===== src/rtl/riscv_m_ext_unit_pkg.sv =====
// Shared definitions for the RV32M execution unit: funct3 encodings,
// decode constants and the controller state encoding.
package m_definitions;

    typedef enum logic [2:0] {
        MUL    = 3'd0,
        MULH   = 3'd1,
        MULHSU = 3'd2,
        MULHU  = 3'd3,
        DIV    = 3'd4,
        DIVU   = 3'd5,
        REM    = 3'd6,
        REMU   = 3'd7
    } func3;

    localparam logic [6:0] OPCODE_OP     = 7'h33;
    localparam logic [6:0] FUNCT7_MULDIV = 7'h01;

    typedef enum logic [1:0] {
        S_IDLE = 2'd0,
        S_MUL  = 2'd1,
        S_DIV  = 2'd2,
        S_DONE = 2'd3
    } m_state_e;

endpackage


===== src/rtl/riscv_m_ext_unit_divider.sv =====
// Unsigned 32-iteration engine on a 64-bit {hi, lo} shift register.
// Divide mode: restoring division, lo ends as quotient, hi as remainder.
// Multiply mode: shift-add, {hi, lo} ends as the 64-bit product.
// start_i loads operands; done_o marks the edge of the final iteration,
// after which hi_o/lo_o hold the result until the next start.
module riscv_m_divider (
    input  logic        clk,
    input  logic        resetn,
    input  logic        start_i,
    input  logic        mul_i,
    input  logic [31:0] a_i,
    input  logic [31:0] b_i,
    output logic        done_o,
    output logic [31:0] hi_o,
    output logic [31:0] lo_o
);

    logic [31:0] hi_q, hi_d, lo_q, lo_d, op_b_q;
    logic [4:0]  cnt_q;
    logic        run_q, mul_q;
    logic [32:0] shifted, diff, sum;

    // one iteration of either the restoring divide or the shift-add multiply
    always_comb begin
        shifted = {hi_q, lo_q[31]};
        diff    = shifted - {1'b0, op_b_q};
        sum     = {1'b0, hi_q} + (lo_q[0] ? {1'b0, op_b_q} : 33'd0);
        hi_d    = hi_q;
        lo_d    = lo_q;
        if (mul_q) begin
            {hi_d, lo_d} = {sum, lo_q[31:1]};
        end else if (!diff[32]) begin
            {hi_d, lo_d} = {diff[31:0], lo_q[30:0], 1'b1};
        end else begin
            {hi_d, lo_d} = {shifted[31:0], lo_q[30:0], 1'b0};
        end
    end

    // operand load on start, then iterate with a down-counter to terminal count
    always_ff @(posedge clk) begin
        if (resetn) begin
            run_q  <= 1'b0;
            mul_q  <= 1'b0;
            cnt_q  <= 5'd0;
            hi_q   <= 32'd0;
            lo_q   <= 32'd0;
            op_b_q <= 32'd0;
        end else if (start_i) begin
            run_q  <= 1'b1;
            mul_q  <= mul_i;
            cnt_q  <= 5'd31;
            hi_q   <= 32'd0;
            lo_q   <= a_i;
            op_b_q <= b_i;
        end else if (run_q) begin
            hi_q  <= hi_d;
            lo_q  <= lo_d;
            cnt_q <= cnt_q - 5'd1;
            if (cnt_q == 5'd0) run_q <= 1'b0;
        end
    end

    assign done_o = run_q && (cnt_q == 5'd0);
    assign hi_o   = hi_q;
    assign lo_o   = lo_q;

endmodule


===== src/rtl/riscv_m_ext_unit.sv =====
// RV32M multiply/divide unit for the execute stage.
// Optional macro RISCV_M_MUL_SINGLE_CYCLE_EN selects a combinational
// multiplier; otherwise multiplies run on the shared iterative engine.
//
// state  | meaning
// S_IDLE | waiting for an M-extension request
// S_MUL  | iterative multiply in progress
// S_DIV  | iterative divide in progress
// S_DONE | result on rd, ready/wr high for this cycle
module riscv_m_ext_unit
    import m_definitions::*;
(
    input  logic        clk,
    input  logic        resetn,
    input  logic        valid,
    input  logic [31:0] instruction,
    input  logic [31:0] rs1,
    input  logic [31:0] rs2,
    output logic        wr,
    output logic [31:0] rd,
    output logic        busy,
    output logic        ready
);

    m_state_e    state_q, state_d;
    func3        op_w, op_q;
    logic        accept_w, is_div_w, sgn_a_w, sgn_b_w, neg_a_w, neg_b_w;
    logic        ovf_w, special_w, start_w, mul_mode_w, eng_done_w;
    logic [31:0] mag_a_w, mag_b_w, spec_res_w, eng_hi_w, eng_lo_w;
    logic        neg_q, neg_rem_q, special_q;
    logic [31:0] spec_res_q, rd_q, result_w, quo_w, rem_w;
    logic [63:0] prod_w;
    logic        unused_fields;

    assign unused_fields = ^{instruction[24:15], instruction[11:7]};

    assign op_w     = func3'(instruction[14:12]);
    assign accept_w = valid && (state_q == S_IDLE) &&
                      (instruction[6:0] == OPCODE_OP) &&
                      (instruction[31:25] == FUNCT7_MULDIV);
    assign is_div_w = instruction[14];
    assign sgn_a_w  = (op_w == MUL) || (op_w == MULH) || (op_w == MULHSU) ||
                      (op_w == DIV) || (op_w == REM);
    assign sgn_b_w  = (op_w == MUL) || (op_w == MULH) ||
                      (op_w == DIV) || (op_w == REM);
    assign neg_a_w  = sgn_a_w && rs1[31];
    assign neg_b_w  = sgn_b_w && rs2[31];
    assign mag_a_w  = neg_a_w ? (~rs1 + 32'd1) : rs1;
    assign mag_b_w  = neg_b_w ? (~rs2 + 32'd1) : rs2;

    // divide-by-zero and signed overflow are resolved at accept
    assign ovf_w      = sgn_a_w && (rs1 == 32'h8000_0000) && (rs2 == 32'hFFFF_FFFF);
    assign special_w  = is_div_w && ((rs2 == 32'd0) || ovf_w);
    assign spec_res_w = (rs2 == 32'd0) ? (instruction[13] ? rs1 : 32'hFFFF_FFFF)
                                       : (instruction[13] ? 32'd0 : 32'h8000_0000);

`ifdef RISCV_M_MUL_SINGLE_CYCLE_EN
    logic [63:0] prod_q;
    logic [63:0] a_ext_w, b_ext_w;

    assign a_ext_w    = {{32{neg_a_w}}, rs1};
    assign b_ext_w    = {{32{sgn_b_w && rs2[31]}}, rs2};
    assign start_w    = accept_w && is_div_w && !special_w;
    assign mul_mode_w = 1'b0;

    // product captured at accept, consumed in the following DONE cycle
    always_ff @(posedge clk) begin
        if (resetn)        prod_q <= 64'd0;
        else if (accept_w) prod_q <= a_ext_w * b_ext_w;
    end

    assign prod_w = prod_q;
`else
    assign start_w    = accept_w && !special_w;
    assign mul_mode_w = !is_div_w;
    assign prod_w     = neg_q ? (~{eng_hi_w, eng_lo_w} + 64'd1) : {eng_hi_w, eng_lo_w};
`endif

    riscv_m_divider u_divider (
        .clk     (clk),
        .resetn  (resetn),
        .start_i (start_w),
        .mul_i   (mul_mode_w),
        .a_i     (mag_a_w),
        .b_i     (mag_b_w),
        .done_o  (eng_done_w),
        .hi_o    (eng_hi_w),
        .lo_o    (eng_lo_w)
    );

    // latch operation and sign fix-ups at accept; inputs are free afterwards
    always_ff @(posedge clk) begin
        if (resetn) begin
            op_q       <= MUL;
            neg_q      <= 1'b0;
            neg_rem_q  <= 1'b0;
            special_q  <= 1'b0;
            spec_res_q <= 32'd0;
        end else if (accept_w) begin
            op_q       <= op_w;
            neg_q      <= neg_a_w ^ neg_b_w;
            neg_rem_q  <= neg_a_w;
            special_q  <= special_w;
            spec_res_q <= spec_res_w;
        end
    end

    assign quo_w = neg_q     ? (~eng_lo_w + 32'd1) : eng_lo_w;
    assign rem_w = neg_rem_q ? (~eng_hi_w + 32'd1) : eng_hi_w;

    // final result selection, valid in DONE
    always_comb begin
        result_w = 32'd0;
        case (op_q)
            MUL:                 result_w = prod_w[31:0];
            MULH, MULHSU, MULHU: result_w = prod_w[63:32];
            DIV, DIVU:           result_w = quo_w;
            default:             result_w = rem_w;
        endcase
        if (special_q) result_w = spec_res_q;
    end

    // state register
    always_ff @(posedge clk) begin
        if (resetn) state_q <= S_IDLE;
        else        state_q <= state_d;
    end

    // next-state logic
    always_comb begin
        state_d = state_q;
        case (state_q)
            S_IDLE: begin
                if (accept_w) begin
                    if (is_div_w) state_d = special_w ? S_DONE : S_DIV;
`ifdef RISCV_M_MUL_SINGLE_CYCLE_EN
                    else          state_d = S_DONE;
`else
                    else          state_d = S_MUL;
`endif
                end
            end
            S_MUL, S_DIV: if (eng_done_w) state_d = S_DONE;
            default:      state_d = S_IDLE;
        endcase
    end

    // rd keeps the last completed result between operations
    always_ff @(posedge clk) begin
        if (resetn)                 rd_q <= 32'd0;
        else if (state_q == S_DONE) rd_q <= result_w;
    end

    assign ready = (state_q == S_DONE);
    assign wr    = ready;
    assign busy  = (state_q != S_IDLE);
    assign rd    = ready ? result_w : rd_q;

endmodule


===== config.mk =====
export PLATFORM = sky130hd
export DESIGN_NAME = riscv_m_ext_unit
export DESIGN_NICKNAME = d
export VERILOG_FILES = /design/src/rtl/riscv_m_ext_unit_pkg.sv /design/src/rtl/riscv_m_ext_unit_divider.sv /design/src/rtl/riscv_m_ext_unit.sv
export SDC_FILE = /design/constraint.sdc
export NUM_CORES = 1
export LEC_CHECK = 0
export CAP_MARGIN = 20
export CELL_PAD_IN_SITES_DETAIL_PLACEMENT = 1
export CELL_PAD_IN_SITES_GLOBAL_PLACEMENT = 2
export CORE_MARGIN = 2
export CORE_UTILIZATION = 35
export CTS_CLUSTER_DIAMETER = 150
export DETAILED_ROUTE_END_ITERATION = 16
export PLACE_DENSITY = 0.9
export SYNTH_ARGS = -nofsm -noshare
export SYNTH_HDL_FRONTEND = slang
export SYNTH_SLANG_ARGS = --single-unit

===== constraint.sdc =====
create_clock -name clk -period 4.9 [get_ports clk]
set_clock_uncertainty 0.1 [all_clocks]
set_input_delay 0.98 -clock clk [delete_from_list [all_inputs] [get_ports clk]]
set_output_delay 0.98 -clock clk [all_outputs]
set_load 0.03 [all_outputs]

Yosys cells after proc, flatten, opt, wreduce, memory -nomap -nowiden
Cells that the tools add are included.
{ "word_totals": {"reg_bits": 175, "input_bits": 99, "output_inout_bits": 35, "word_cells": 104} }
{ "classes": {"n_addsub": 8, "n_eq_ne": 18, "muxes": 28, "bitwise_logic": 6, "reduce_logical": 31} }
{ "op_table": {"columns": ["operator", "count"], "rows": [
  ["32-bit 2-to-1 mux", 15],
  ["32-bit by 1-bit adder with 32-bit output, second input constant", 4],
  ["32-bit inverter", 4],
  ["32-bit case mux with 3 select lines", 1],
  ["64-bit by 1-bit adder with 64-bit output, second input constant", 1],
  ["32-bit equality test, second input constant", 2],
  ["64-bit 2-to-1 mux", 1],
  ["64-bit inverter", 1],
  ["32-bit by 33-bit adder with 33-bit output", 1],
  ["33-bit by 32-bit subtractor with 33-bit output", 1],
  ["32-bit zero test", 1],
  ["3-bit equality test, second input constant", 4],
  ["1-bit logical AND", 10],
  ["5-bit 2-to-1 mux", 2],
  ["3-bit by 2-bit equality test with 1-bit output, second input constant", 3],
  ["7-bit by 1-bit equality test with 1-bit output, second input constant", 1],
  ["7-bit by 6-bit equality test with 1-bit output, second input constant", 1],
  ["1-bit logical OR", 7],
  ["3-bit by 1-bit equality test with 1-bit output, second input constant", 2],
  ["3-bit zero test", 2],
  ["2-bit 2-to-1 mux", 3],
  ["2-bit OR reduction", 3],
  ["5-bit zero test", 1],
  ["1-bit 2-to-1 mux", 5],
  ["11 further kinds", 15]
]} }

Longest topological paths before layout
{ "logic_depth": {"depth_word": 13, "mapped_depth": 15} }

Hierarchy
From an unflattened synthesis, not the netlist that was laid out.
{ "hier_totals": {"cells_unflattened": 2265, "hier_area_um2": 16519.6} }
{ "modules_own_cells": {"columns": ["mod", "n_inst", "cells_each", "area_each_um2", "seq_area_each_um2"], "rows": [
  ["riscv_m_divider", 1, 1092, 8341.8, 2062.0],
  ["riscv_m_ext_unit", 1, 1173, 8177.8, 1441.4]
]} }

Worst setup path before layout
No wires, ideal clock.
{ "synth_path": {"kind": "register to output", "from": "reg u_divider.lo_q[8] (netlist: u_divider.lo_o[8])", "to": "out rd[27]", "arrival_ns": 3.010, "slack_ns": 0.810, "path_stages_with_launch": 12, "path_cell_list": "dfxtp_1 > buf_6 > or4_4 > nor4_4 > nand4_2 > or2_1 > buf_6 > o21ai_0 > xor2_1 > o22ai_1 > a21oi_1 > o21ai_0"} }
{ "synth_between": {"elab_chain_len": 6, "elab_cells_between_ends": 9, "cone_classes": "add/sub: 2; mux: 5; bitwise: 2"} }
{ "synth_lines": {"columns": ["item", "line_no", "rtl"], "rows": [
  ["start: declaration", "riscv_m_ext_unit_divider.sv:18", "logic [31:0] hi_q, hi_d, lo_q, lo_d, op_b_q;"],
  ["start signal: assignment", "riscv_m_ext_unit_divider.sv:53", "lo_q <= a_i;"],
  ["start signal: assignment", "riscv_m_ext_unit_divider.sv:57", "lo_q <= lo_d;"],
  ["64-bit inverter or 32-bit inverter (tied branches)", "riscv_m_ext_unit.sv:76, riscv_m_ext_unit.sv:108", null],
  ["64-bit by 1-bit adder with 64-bit output or 32-bit by 1-bit adder with 32-bit output (tied branches)", "riscv_m_ext_unit.sv:76, riscv_m_ext_unit.sv:108", null],
  ["64-bit 2-to-1 mux or 32-bit 2-to-1 mux (tied branches)", "riscv_m_ext_unit.sv:76, riscv_m_ext_unit.sv:108", null],
  ["32-bit case mux with 3 select lines *", "riscv_m_ext_unit.sv:114", "case (op_q)"],
  ["32-bit 2-to-1 mux *", "riscv_m_ext_unit.sv:120", "if (special_q) result_w = spec_res_q;"],
  ["32-bit 2-to-1 mux *", null, null],
  ["end: declaration", "riscv_m_ext_unit.sv:20", "output logic [31:0] rd,"]
]} }
Every way passes the cells marked *; elsewhere a longest branch is shown, timed or not.

Worst setup path in the final report
{ "layout_path": {"from": "reg u_divider.lo_q[8] (netlist: u_divider.lo_o[8])", "to": "out rd[20]"} }
The elaborated chain is that of the path after synthesis.

==> metrics <==
met1 wire length=27.8 mm; synth unique cells=93; IO Pins=134; CTS buffer count=17; CTS tree=done; Avg WL per Cell=22.1 um; die area=0.0455 mm^2; HP Class=reg2reg; most frequent cells in the layout=nor2_1 (252), dfxtp_1 (173), o21ai_0 (157), nand2_1 (152), a21oi_1 (121); Max Slew Vio Count=0; Tcrit/Tclk final=97.5%; fin crit period=4780 ps; first-pass GRT wire length=95.2 mm; Detailed Route WL=60.9 mm; Clock Power Share=45.6%; Starting DRT DRC Count=1131; CTS Sinks=175; Residual DRC=0; CP Launch Type=flop; setup violators final=0; crit-path max FO=6; Inserted Diodes=0; WL met2=28.4 mm; internal power=2.32 mW; Post-DP HPWL=47.0 mm; Highest Clock Rate=209 MHz; Primary FF master, synth=dfxtp_1; total negative slack=0 ps; vias per cell=5.95; Mean Syn Cell Area=7.37 um^2; IO Port Bufs=118; CTS clk-pin slew, worst paths=70 ps; worst rel slew slack=39.4%; ANT nets after route=0; GRT Residual Overflow=0; Root Driver=clkbuf_16; register bit total from synthesis=175; largest net degree at the start of global routing=124; Lkg Pwr=6.91 nW; WP data required=3820 ps; Final Hold Vio Count=0; fin util=41.9%; number of flops mapped to enable cells by yosys=0; Crit Path Class=reg2out; Async S/R FF share, synth=0%; Mapped Nets=2252; CTS Buffer Depth=2; switch share=24.9%; total power=3.08 mW; Worst-Margin Slew=900 ps; post-place setup slack=104 ps; RSZ-0062 raised after global routing=false; Die W=213 um; combinational share of power=8.3%; initial core utilization=35.5%; antenna violations before repair=1; Site Rows=76; maxcap violations=0; clk_lat worst skew=470 ps; via count=16400; routed wl met3=2.96 mm; layout net count=2332; Setup crit end kind=output pin; Mapped Area=0.0153 mm^2; WP data arrival=3700 ps; commonest non-fill, non-tap cell in the layout=nor2_1; register area share after synthesis=22.9%; share of layout cells above drive strength 1=8.80%; Peak VDD IR=0.265 mV; Area Overhead vs Synth=18.1%; placer congestion estimate=0.953; Flop pwr share=46.1%; die height=213 um; Ys Warns=0; gr usage total=27.0%; Sw Pwr=768 uW; CTS H-tree lvls=4; hold buffers post-CTS=0; vias in the first global route=16600; PD cells=171 mW/mm^2; Cells after Synth=2078; DRT Pass-1 Iters=5; Core ar.=0.0432 mm^2; Top Layer Used=met5; status=finished clean; post-route setup slack=122 ps
-- power by group through the flow --
| stage | Combinational [mW] | Clock [mW] | Sequential (mW) |
|---|---|---|---|
| 6_report | 0.255 | 1.41 | 1.42 |
| 3_3_place_gp | 0.250 | 0 | 1.45 |
| 3_5_place_dp | 0.254 | 0 | 1.45 |
| 4_1_cts | 0.256 | 1.43 | 1.42 |
| 2_1_floorplan | 0.114 | 0 | 1.45 |
| 5_1_grt | 0.276 | 1.49 | 1.42 |
-- what timing repair did --
action,CTS,global route
pin swaps,1,2
resized for setup,27,25
setup buffers,0,3
endpoints found under the setup margin,22,20
-- logic make-up after synthesis --
family / after synthesis / synth area share, %
buffers and inverters: 237 / 6.18
AND/OR/NAND/NOR: 718 / 23.3
AO/OA/AOI/OAI: 633 / 27.2
adder cells (fa/ha/maj): 75 / 6.22
flip-flops: 175 / 22.9
XOR/XNOR: 188 / 10.8
multiplexers: 52 / 3.41
-- layout make-up --
| class | instances | area, um^2 |
|---|---|---|
| clock buffers | 20 | 457 |
| clock inverters | 11 | 131 |
| fillers | 5401 | 25100 |
| inverters | 75 | 282 |
| multi-input cells | 1666 | 11000 |
| flip-flops and latches | 175 | 3510 |
| well taps | 585 | 732 |
| repair buffers | 223 | 2020 |
-- registers in the layout (all words and copies together) (netlist names), 2 cells and up --
signal            flops
rd_q                 32
spec_res_q           32
u_divider.hi_o       32
u_divider.lo_o       32
u_divider.op_b_q     32
u_divider.cnt_q       5
op_q                  3
state_q               2
-- per-layer routing --
| metal | track usage, % | vias to the layer above |
|---|---|---|
| met5 | 0 | - |
| met4 | 9.08 | 2 |
| met3 | 3.62 | 111 |
| met2 | 44.3 | 455 |
| met1 | 36.3 | 8103 |
| li1 | - | 7723 |
-- critical path, stage by stage, from the launching register on --
cell,delay (ps)
dfxtp_1,320
or4_4,570
nor4_4,290
nand4_1,180
nor2_1,250
nand2_2,180
o21ai_1,280
o21ai_0,150
a221oi_1,390
buf_4,210
nor2_1,50
dlygate4sd2_1,360
-- stage by stage --
| stage | area [um^2] | hold WS, ps | std cells |
|---|---|---|---|
| finish | 18100 | 381 | 2755 |
| global route | 18100 | 402 | 2755 |
| CTS | 18000 | 377 | 2752 |
| detailed placement | 17400 | 356 | 2721 |
| global placement | 17400 | 348 | 2721 |
| floorplan | 15300 | 332 | 2078 |
-- final timing paths --
kind / start / to / slack, ps / depth (start not counted)
worst max-delay path: u_divider.lo_o[8] / rd[20] / 120 / 11
worst min-delay path: u_divider.op_b_q[31] / u_divider.op_b_q[31] / 380 / 2
worst max register to register: u_divider.lo_o[0] / u_divider.hi_o[31] / 230 / 13
worst min register to register: u_divider.op_b_q[31] / u_divider.op_b_q[31] / 380 / 2
-- Yosys cell counts, types with 5 or more instances --
| cell type | instances | area share [%] |
|---|---|---|
| dfxtp_1 | 175 | 23 |
| nor4_1 | 24 | 0.98 |
| o21bai_1 | 9 | 0.44 |
| buf_2 | 12 | 0.39 |
| xor2_1 | 91 | 5.2 |
| clkbuf_1 | 132 | 3.2 |
| nand4_1 | 25 | 1.0 |
| a22o_1 | 5 | 0.29 |
| buf_1 | 10 | 0.25 |
| o31ai_1 | 27 | 1.3 |
| or4_1 | 8 | 0.39 |
| and2_1 | 12 | 0.49 |
| xnor2_1 | 96 | 5.5 |
| nand2b_1 | 18 | 0.74 |
| a221oi_1 | 15 | 0.86 |
| ha_1 | 73 | 6.0 |
| o22ai_1 | 11 | 0.45 |
| a311oi_1 | 12 | 0.69 |
| nand3b_1 | 40 | 2.0 |
| or3_1 | 17 | 0.69 |
| mux2i_1 | 51 | 3.3 |
| o21a_1 | 7 | 0.34 |
| nor3_1 | 55 | 1.8 |
| a31oi_1 | 25 | 1.0 |
| inv_1 | 73 | 1.8 |
| nor2_1 | 252 | 6.2 |
| o41ai_1 | 12 | 0.69 |
| a21oi_1 | 124 | 4.1 |
| nand3_1 | 37 | 1.2 |
| and3_1 | 10 | 0.41 |
| nand2_1 | 153 | 3.7 |
| nor3b_1 | 5 | 0.25 |
| a211oi_1 | 110 | 5.4 |
| o221ai_1 | 10 | 0.57 |
| nor2b_1 | 25 | 1.0 |
| a21o_1 | 30 | 1.5 |
| o211ai_1 | 19 | 0.93 |
| o21ai_0 | 160 | 5.2 |
Power figures use the tool's default switching activity.
